[src/rtl/flash_op_seq.sv]
// Flash operation sequencer: expands one software read/program/erase operation
// into per-word requests toward the flash memory-protection stage.
module flash_op_seq #(
    parameter int BankW = 1,
    parameter int PageW = 8,
    parameter int WordW = 8,
    parameter int CntW  = 12
) (
    input  logic                           clk_i,
    input  logic                           rst_ni,
    input  logic                           op_start_i,
    input  logic [1:0]                     op_type_i,
    input  logic                           op_erase_sel_i,
    input  logic [BankW+PageW+WordW-1:0]   op_addr_i,
    input  logic [CntW-1:0]                op_num_words_i,
    input  logic                           prog_fifo_rvalid_i,
    output logic                           prog_fifo_rready_o,
    input  logic                           rd_fifo_wready_i,
    output logic                           req_o,
    output logic [BankW+PageW-1:0]         req_addr_o,
    output logic [WordW-1:0]               req_word_o,
    output logic [BankW-1:0]               req_bk_o,
    output logic                           addr_ovfl_o,
    output logic                           rd_o,
    output logic                           prog_o,
    output logic                           pg_erase_o,
    output logic                           bk_erase_o,
    input  logic                           rd_done_i,
    input  logic                           prog_done_i,
    input  logic                           erase_done_i,
    input  logic                           error_i,
    output logic                           op_busy_o,
    output logic                           op_done_o,
    output logic                           op_err_o
);

    localparam int AW = BankW + PageW + WordW;

    typedef enum logic [1:0] {IDLE, REQ, GAP, DONE} state_e;
    typedef enum logic [1:0] {OP_RD, OP_PROG, OP_PG_ERASE, OP_BK_ERASE} kind_e;

    state_e          state_q, state_d;
    kind_e           kind_q;
    logic [AW:0]     addr_q;        // MSB is the wrap-past-top flag
    logic [CntW-1:0] count_q;
    logic [CntW-1:0] num_q;
    logic            err_q;

    logic gate_open;
    logic done_hit;
    logic load;
    logic advance;
    logic set_err;

    // Request gating and completion matching for the latched operation kind
    always_comb begin
        gate_open = 1'b1;
        done_hit  = 1'b0;
        unique case (kind_q)
            OP_RD:   begin gate_open = rd_fifo_wready_i;   done_hit = rd_done_i;    end
            OP_PROG: begin gate_open = prog_fifo_rvalid_i; done_hit = prog_done_i;  end
            default: begin gate_open = 1'b1;               done_hit = erase_done_i; end
        endcase
        // A done arriving while no request is presented is spurious and ignored
        done_hit = done_hit && (state_q == REQ) && gate_open;
    end

    // NOTE: sequential state uses non-blocking assignments only; combinational
    // blocks use blocking assignments with a default first so no latch is inferred.
    always_ff @(posedge clk_i) begin
        if (!rst_ni) begin
            state_q <= IDLE;
            kind_q  <= OP_RD;
            addr_q  <= '0;
            count_q <= '0;
            num_q   <= '0;
            err_q   <= 1'b0;
        end else begin
            state_q <= state_d;
            if (load) begin
                unique case (op_type_i)
                    2'd0:    kind_q <= OP_RD;
                    2'd1:    kind_q <= OP_PROG;
                    2'd2:    kind_q <= op_erase_sel_i ? OP_BK_ERASE : OP_PG_ERASE;
                    default: kind_q <= OP_RD;
                endcase
                addr_q  <= {1'b0, op_addr_i};
                count_q <= '0;
                num_q   <= op_num_words_i;
                err_q   <= (op_type_i == 2'd3);
            end else begin
                if (advance) begin
                    addr_q  <= addr_q + (AW+1)'(1);
                    count_q <= count_q + CntW'(1);
                end
                if (set_err) begin
                    err_q <= 1'b1;
                end
            end
        end
    end

    always_comb begin
        state_d = state_q;
        load    = 1'b0;
        advance = 1'b0;
        set_err = 1'b0;
        unique case (state_q)
            IDLE: begin
                if (op_start_i) begin
                    load    = 1'b1;
                    state_d = (op_type_i == 2'd3) ? DONE : REQ;
                end
            end
            REQ: begin
                if (done_hit) begin
                    if (error_i) begin
                        set_err = 1'b1;
                        state_d = DONE;
                    end else if (kind_q == OP_PG_ERASE || kind_q == OP_BK_ERASE) begin
                        state_d = DONE;
                    end else if (count_q == num_q) begin
                        state_d = DONE;
                    end else begin
                        advance = 1'b1;
                        state_d = GAP;
                    end
                end
            end
            GAP:     state_d = REQ;
            DONE:    state_d = IDLE;
            default: state_d = IDLE;
        endcase
    end

    always_comb begin
        req_o              = (state_q == REQ) && gate_open;
        rd_o               = req_o && (kind_q == OP_RD);
        prog_o             = req_o && (kind_q == OP_PROG);
        pg_erase_o         = req_o && (kind_q == OP_PG_ERASE);
        bk_erase_o         = req_o && (kind_q == OP_BK_ERASE);
        prog_fifo_rready_o = prog_o && prog_done_i && !error_i;
        req_addr_o         = addr_q[AW-1:WordW];
        req_word_o         = addr_q[WordW-1:0];
        req_bk_o           = addr_q[AW-1 -: BankW];
        addr_ovfl_o        = addr_q[AW];
        op_busy_o          = (state_q != IDLE);
        op_done_o          = (state_q == DONE);
        op_err_o           = (state_q == DONE) && err_q;
    end

endmodule
[config.mk]
export PLATFORM = sky130hd
export DESIGN_NAME = flash_op_seq
export DESIGN_NICKNAME = d
export VERILOG_FILES = /design/src/rtl/flash_op_seq.sv
export SDC_FILE = /design/constraint.sdc
export NUM_CORES = 1
export LEC_CHECK = 0
export CORE_ASPECT_RATIO = 1.1
export CORE_MARGIN = 2
export CORE_UTILIZATION = 36
export CTS_CLUSTER_DIAMETER = 40
export DETAILED_ROUTE_END_ITERATION = 10
export GPL_TIMING_DRIVEN = 0
export PLACE_DENSITY = 0.6
export SYNTH_ARGS = -nofsm -noshare
export SYNTH_HDL_FRONTEND = slang
export SYNTH_SLANG_ARGS = --single-unit
[constraint.sdc]
create_clock -name clk_i -period 3.44 [get_ports clk_i]
set_clock_uncertainty 0.2 [all_clocks]
set_input_delay 0.516 -clock clk_i [delete_from_list [all_inputs] [get_ports clk_i]]
set_output_delay 0.516 -clock clk_i [all_outputs]
set_load 0.1 [all_outputs]
==> report_table.html <==
<table>
<tr><th>Metric</th><th>Value</th></tr>
<tr><th colspan="2">Clock network</th></tr>
<tr><td>Later-pin clock latency in the skew report</td><td>300 ps</td></tr>
<tr><td>Num CTS Buffers</td><td>5</td></tr>
<tr><td>Bufs on Longest Clock Path</td><td>2</td></tr>
<tr><td>Clk Tree Root Cell</td><td>sky130_fd_sc_hd__clkbuf_8</td></tr>
<tr><td>H-tree lvl count</td><td>2</td></tr>
<tr><td>Total of cells resized after clock tree synthesis</td><td>0</td></tr>
<tr><td>Number of setup buffers added after CTS</td><td>0</td></tr>
<tr><td>Number of sinks driven by the clock tree</td><td>47</td></tr>
<tr><td>CTS tree</td><td>yes</td></tr>
<tr><td># hold bufs at CTS</td><td>0</td></tr>
<tr><td>Reg clk slew, reported paths</td><td>90 ps</td></tr>
<tr><th colspan="2">Layout</th></tr>
<tr><td>Share of post-route cells with drive strength above 1</td><td>6.138%</td></tr>
<tr><td>Area growth from synthesis to layout</td><td>35.20%</td></tr>
<tr><td>Post-route insts no fill</td><td>476</td></tr>
<tr><td>N_diodes</td><td>0</td></tr>
<tr><td># nets final</td><td>437</td></tr>
<tr><th colspan="2">Pwr</th></tr>
<tr><td>Portion of total power attributed to combinational logic</td><td>29.3%</td></tr>
<tr><td>Internal power</td><td>844.5 µW</td></tr>
<tr><td>Clock power frac</td><td>25.3%</td></tr>
<tr><td>Switching power as a share of total power</td><td>37.12%</td></tr>
<tr><td>Sequential group share of total power</td><td>45.4%</td></tr>
<tr><td>Largest vdd supply drop</td><td>177.4 µV</td></tr>
<tr><td>Switch Pwr</td><td>498.5 µW</td></tr>
<tr><td>Static leakage</td><td>0.001230 µW</td></tr>
<tr><td>Pwr per Cell Area</td><td>392.5 nW/µm²</td></tr>
<tr><th colspan="2">GRT</th></tr>
<tr><td>Sum of overflow across all layers after global routing</td><td>0</td></tr>
<tr><td>Number of global-route vias before repair</td><td>2475</td></tr>
<tr><td>Global-route wire length before repair</td><td>11900 µm</td></tr>
<tr><td>Pin count of the biggest net entering global routing</td><td>16</td></tr>
<tr><td>Total Routing Usage GR</td><td>19.00%</td></tr>
<tr><td>Number of antenna violations at the first check in global routing</td><td>0</td></tr>
<tr><th colspan="2">Worst hold path</th></tr>
<tr><td>Capture endpoint of the worst hold path</td><td>addr_q[17]</td></tr>
<tr><td>Worst hold path depth</td><td>2</td></tr>
<tr><td>Hold path start</td><td>addr_q[17]</td></tr>
<tr><td>Type of the worst min-delay path</td><td>reg2reg</td></tr>
<tr><th colspan="2">Placement</th></tr>
<tr><td>HPWL Detailed</td><td>5350 µm</td></tr>
<tr><td>DP Cell Count</td><td>468</td></tr>
<tr><td>Final weighted congestion in routability-driven placement</td><td>0.8291</td></tr>
<tr><td>Port Buf Inserts</td><td>68</td></tr>
<tr><td>Worst slack at placement</td><td>177.0 ps</td></tr>
<tr><th colspan="2">STA</th></tr>
<tr><td>Highest clock rate</td><td>305.7 MHz</td></tr>
<tr><td>Unrepaired setup endpoints after global routing</td><td>no</td></tr>
<tr><td>Shortest clock period the worst path allows after layout</td><td>3271 ps</td></tr>
<tr><td>Hold violation count in the final report</td><td>0</td></tr>
<tr><td>Fin. max-slew vios</td><td>0</td></tr>
<tr><td>Relative slew slack</td><td>33.88%</td></tr>
<tr><td>Minimum hold slack</td><td>284.6 ps</td></tr>
<tr><td>Slew at the pin closest to its max-slew limit</td><td>988.7 ps</td></tr>
<tr><td>Post-route clock period utilization</td><td>95.10%</td></tr>
<tr><td>Worst Setup Slack, final</td><td>168.7 ps</td></tr>
<tr><td>Final setup violating endpoints</td><td>0</td></tr>
<tr><th colspan="2">Route</th></tr>
<tr><td>Post-detailed-route DRC marker count</td><td>0</td></tr>
<tr><td>Iter 0 DRT Violations</td><td>79</td></tr>
<tr><td>Drt wl/cell</td><td>14.89 µm</td></tr>
<tr><td>Vias per cell</td><td>5.338</td></tr>
<tr><td>Drt pass-1 iters</td><td>4</td></tr>
<tr><td>Number of antenna-violating nets in the routed design</td><td>0</td></tr>
<tr><td>Total wire length</td><td>7088 µm</td></tr>
<tr><td>Via count</td><td>2541</td></tr>
<tr><th colspan="2">Synthesis</th></tr>
<tr><td>Sequential fraction of the synthesis area</td><td>37.17%</td></tr>
<tr><td>Ranking of synthesized cells by instance count</td><td>47 x sky130_fd_sc_hd__dfxtp_1, 44 x sky130_fd_sc_hd__nand2_1, 20 x sky130_fd_sc_hd__o21ai_0</td></tr>
<tr><td>Combined area of all synthesized cells</td><td>2531 µm²</td></tr>
<tr><td>Asr flop ratio synth</td><td>0%</td></tr>
<tr><td>EDFF count, synth</td><td>0</td></tr>
<tr><td>Cell type with the highest aggregate area in the netlist</td><td>sky130_fd_sc_hd__dfxtp_1</td></tr>
<tr><td>Post-synth cell types</td><td>38</td></tr>
<tr><td>Fraction of synthesized cell area taken by the top area cell type</td><td>37.17%</td></tr>
<tr><td>Register bit count reported by yosys</td><td>47</td></tr>
<tr><td>Number of nets in the synthesized netlist</td><td>362</td></tr>
<tr><td>Post-Syn Instances</td><td>315</td></tr>
<tr><td>Ranking of synthesized cells by area</td><td>sky130_fd_sc_hd__dfxtp_1 37%, sky130_fd_sc_hd__nand2_1 6.5%, sky130_fd_sc_hd__or4_1 5.0%</td></tr>
<tr><td>Number of warning messages in the yosys log</td><td>0</td></tr>
<tr><td>Synth Area per Inst</td><td>8.035 µm²</td></tr>
<tr><td>Most used standard cell by instance count after synthesis</td><td>sky130_fd_sc_hd__dfxtp_1</td></tr>
<tr><td>Top flip-flop cell by instance count after synthesis</td><td>sky130_fd_sc_hd__dfxtp_1</td></tr>
<tr><th colspan="2">Die</th></tr>
<tr><td>Core Box Area</td><td>6927 µm²</td></tr>
<tr><td>Ports</td><td>69</td></tr>
<tr><td># rows</td><td>32</td></tr>
<tr><td>Initial core utilization</td><td>36.54%</td></tr>
<tr><td>Die Y</td><td>91.95 µm</td></tr>
<tr><td>Die ar.</td><td>7719 µm²</td></tr>
<tr><td>Die extent in x</td><td>83.95 µm</td></tr>
<tr><th colspan="2">Worst setup path</th></tr>
<tr><td>Data required time at the worst endpoint</td><td>2720 ps</td></tr>
<tr><td>Reg2Reg Setup Slack</td><td>1200 ps</td></tr>
<tr><td>Biggest cell delay along the critical path</td><td>980 ps</td></tr>
<tr><td>Top delay family on crit path</td><td>buffers and inverters</td></tr>
<tr><td>Worst reg2reg startpoint</td><td>addr_q[0]</td></tr>
<tr><td>WS Path Type</td><td>in2out</td></tr>
<tr><td>Cell-by-cell listing of the critical path</td><td>clkdlybuf4s50_1, nor2b_1, a211oi_1, nor2_1, clkdlybuf4s50_1</td></tr>
<tr><td>Path depth of the worst reg2reg path</td><td>6</td></tr>
<tr><td>Kind of end point of the critical path</td><td>output pin</td></tr>
<tr><td>Crit path launch type</td><td>input pin</td></tr>
<tr><td>Maximum fanout count along the critical path</td><td>3</td></tr>
<tr><td>Library cell contributing the largest single delay on the critical path</td><td>sky130_fd_sc_hd__clkdlybuf4s50_1</td></tr>
<tr><td>Worst reg2reg path endpoint</td><td>addr_q[10]</td></tr>
<tr><td>Signal arrival time at the worst endpoint</td><td>2560 ps</td></tr>
<tr><td>Sum of buffers and inverters on the critical path</td><td>2</td></tr>
<tr><td>Most used cell along the critical path</td><td>sky130_fd_sc_hd__clkdlybuf4s50_1</td></tr>
<tr><th colspan="2">Run status</th></tr>
<tr><td>Run status</td><td>finished clean</td></tr>
<tr><th colspan="2">Flow run</th></tr>
<tr><td>Number of max-capacitance violations reported</td><td>0</td></tr>
</table>
## flip-flops by register name, summed over array words and instances, names as in the netlist
| register | cells |
|---|---|
| addr_q | 18 |
| count_q | 12 |
| err_q | 1 |
| kind_q | 2 |
| num_q | 12 |
| state_q | 2 |
## placed cells by master, fill, tap and decap left out, drive strengths merged, types with 2 or more instances in the layout
master and count:
nand2 44, xor2 14, nor2b 3, o31ai 14
a21boi 13, nor4 4, dfxtp 47, nand4 3
mux2i 3, a21oi 15, a31oi 15, nand3 13
ha 6, clkinv 2, or3 9, nor2 10
and3 6, clkbuf 16, or4 17, and4 3
nor3 4, nor3b 2, and3b 2, inv 9
o21ai 29, clkdlybuf4s50 68, buf 11
## stage by stage
stage | util (%) | power [µW] | area, µm² | setup TNS [ps]
after CTS | 49.40 | 1356 | 3422 | 0
after global routing | 49.40 | 1407 | 3422 | 0
after floorplan | - | 885.3 | 2547 | -66.47
after detailed placement | 48.14 | 1017 | 3334 | 0
final | 49.40 | 1343 | 3422 | 0
after global placement | 48.14 | 1014 | 3334 | 0
## how the worst max path moves through the flow
stage / from / endpoint / cells past startpoint
after floorplan: state_q[1] / prog_fifo_rready_o / 4
after global placement: prog_fifo_rvalid_i / prog_fifo_rready_o / 5
after detailed placement: prog_fifo_rvalid_i / prog_fifo_rready_o / 5
after CTS: rd_fifo_wready_i / req_o / 5
after global routing: rd_fifo_wready_i / req_o / 5
final: rd_fifo_wready_i / req_o / 5
## worst reg2reg max path: cells and delay by family, from the launching register on
family	cells	cell delay, ps
adder cells (fa/ha/maj)	1	200
buffers and inverters	1	220
AO/OA/AOI/OAI	1	180
flip-flops	1	430
AND/OR/NAND/NOR	3	950
## power by group through the flow
stage / clock, µW / sequential, µW / combinational, µW
final: 340 / 610 / 393
after global placement: 0 / 622 / 392
after global routing: 372 / 616 / 419
after CTS: 350 / 610 / 396
after floorplan: 0 / 746 / 140
after detailed placement: 0 / 622 / 395
## layer usage
metal / share of wire [%] / GRT usage [%] / vias up
met1: 47 / 24.22 / 1169
met5: 0 / 0 / -
met3: 5.2 / 4.770 / 5
met4: 0.78 / 5.376 / 0
met2: 47 / 31.87 / 63
li1: - / - / 1304
## area by class of cell
cell class / instances / area, µm²
clock inverter: 3 / 18.77
clock buffer: 5 / 68.82
timing repair buffer: 68 / 680.7
sequential: 47 / 940.9
inverter: 8 / 30.03
multi-input combinational: 238 / 1473
fill: 678 / 3505
buffer: 22 / 103.9
tap: 85 / 106.4
## cells by family after synthesis
| kind of cell | after synthesis | share of synthesized area, % |
|---|---|---|
| simple gates | 123 | 26.00 |
| compound gates | 91 | 22.10 |
| flops | 47 | 37.17 |
| buf+inv | 30 | 5.289 |
| xor+xnor | 14 | 4.844 |
| fa+ha+maj | 6 | 2.966 |
| mux | 4 | 1.631 |
Note: power is estimated with default switching activity, not from simulation.
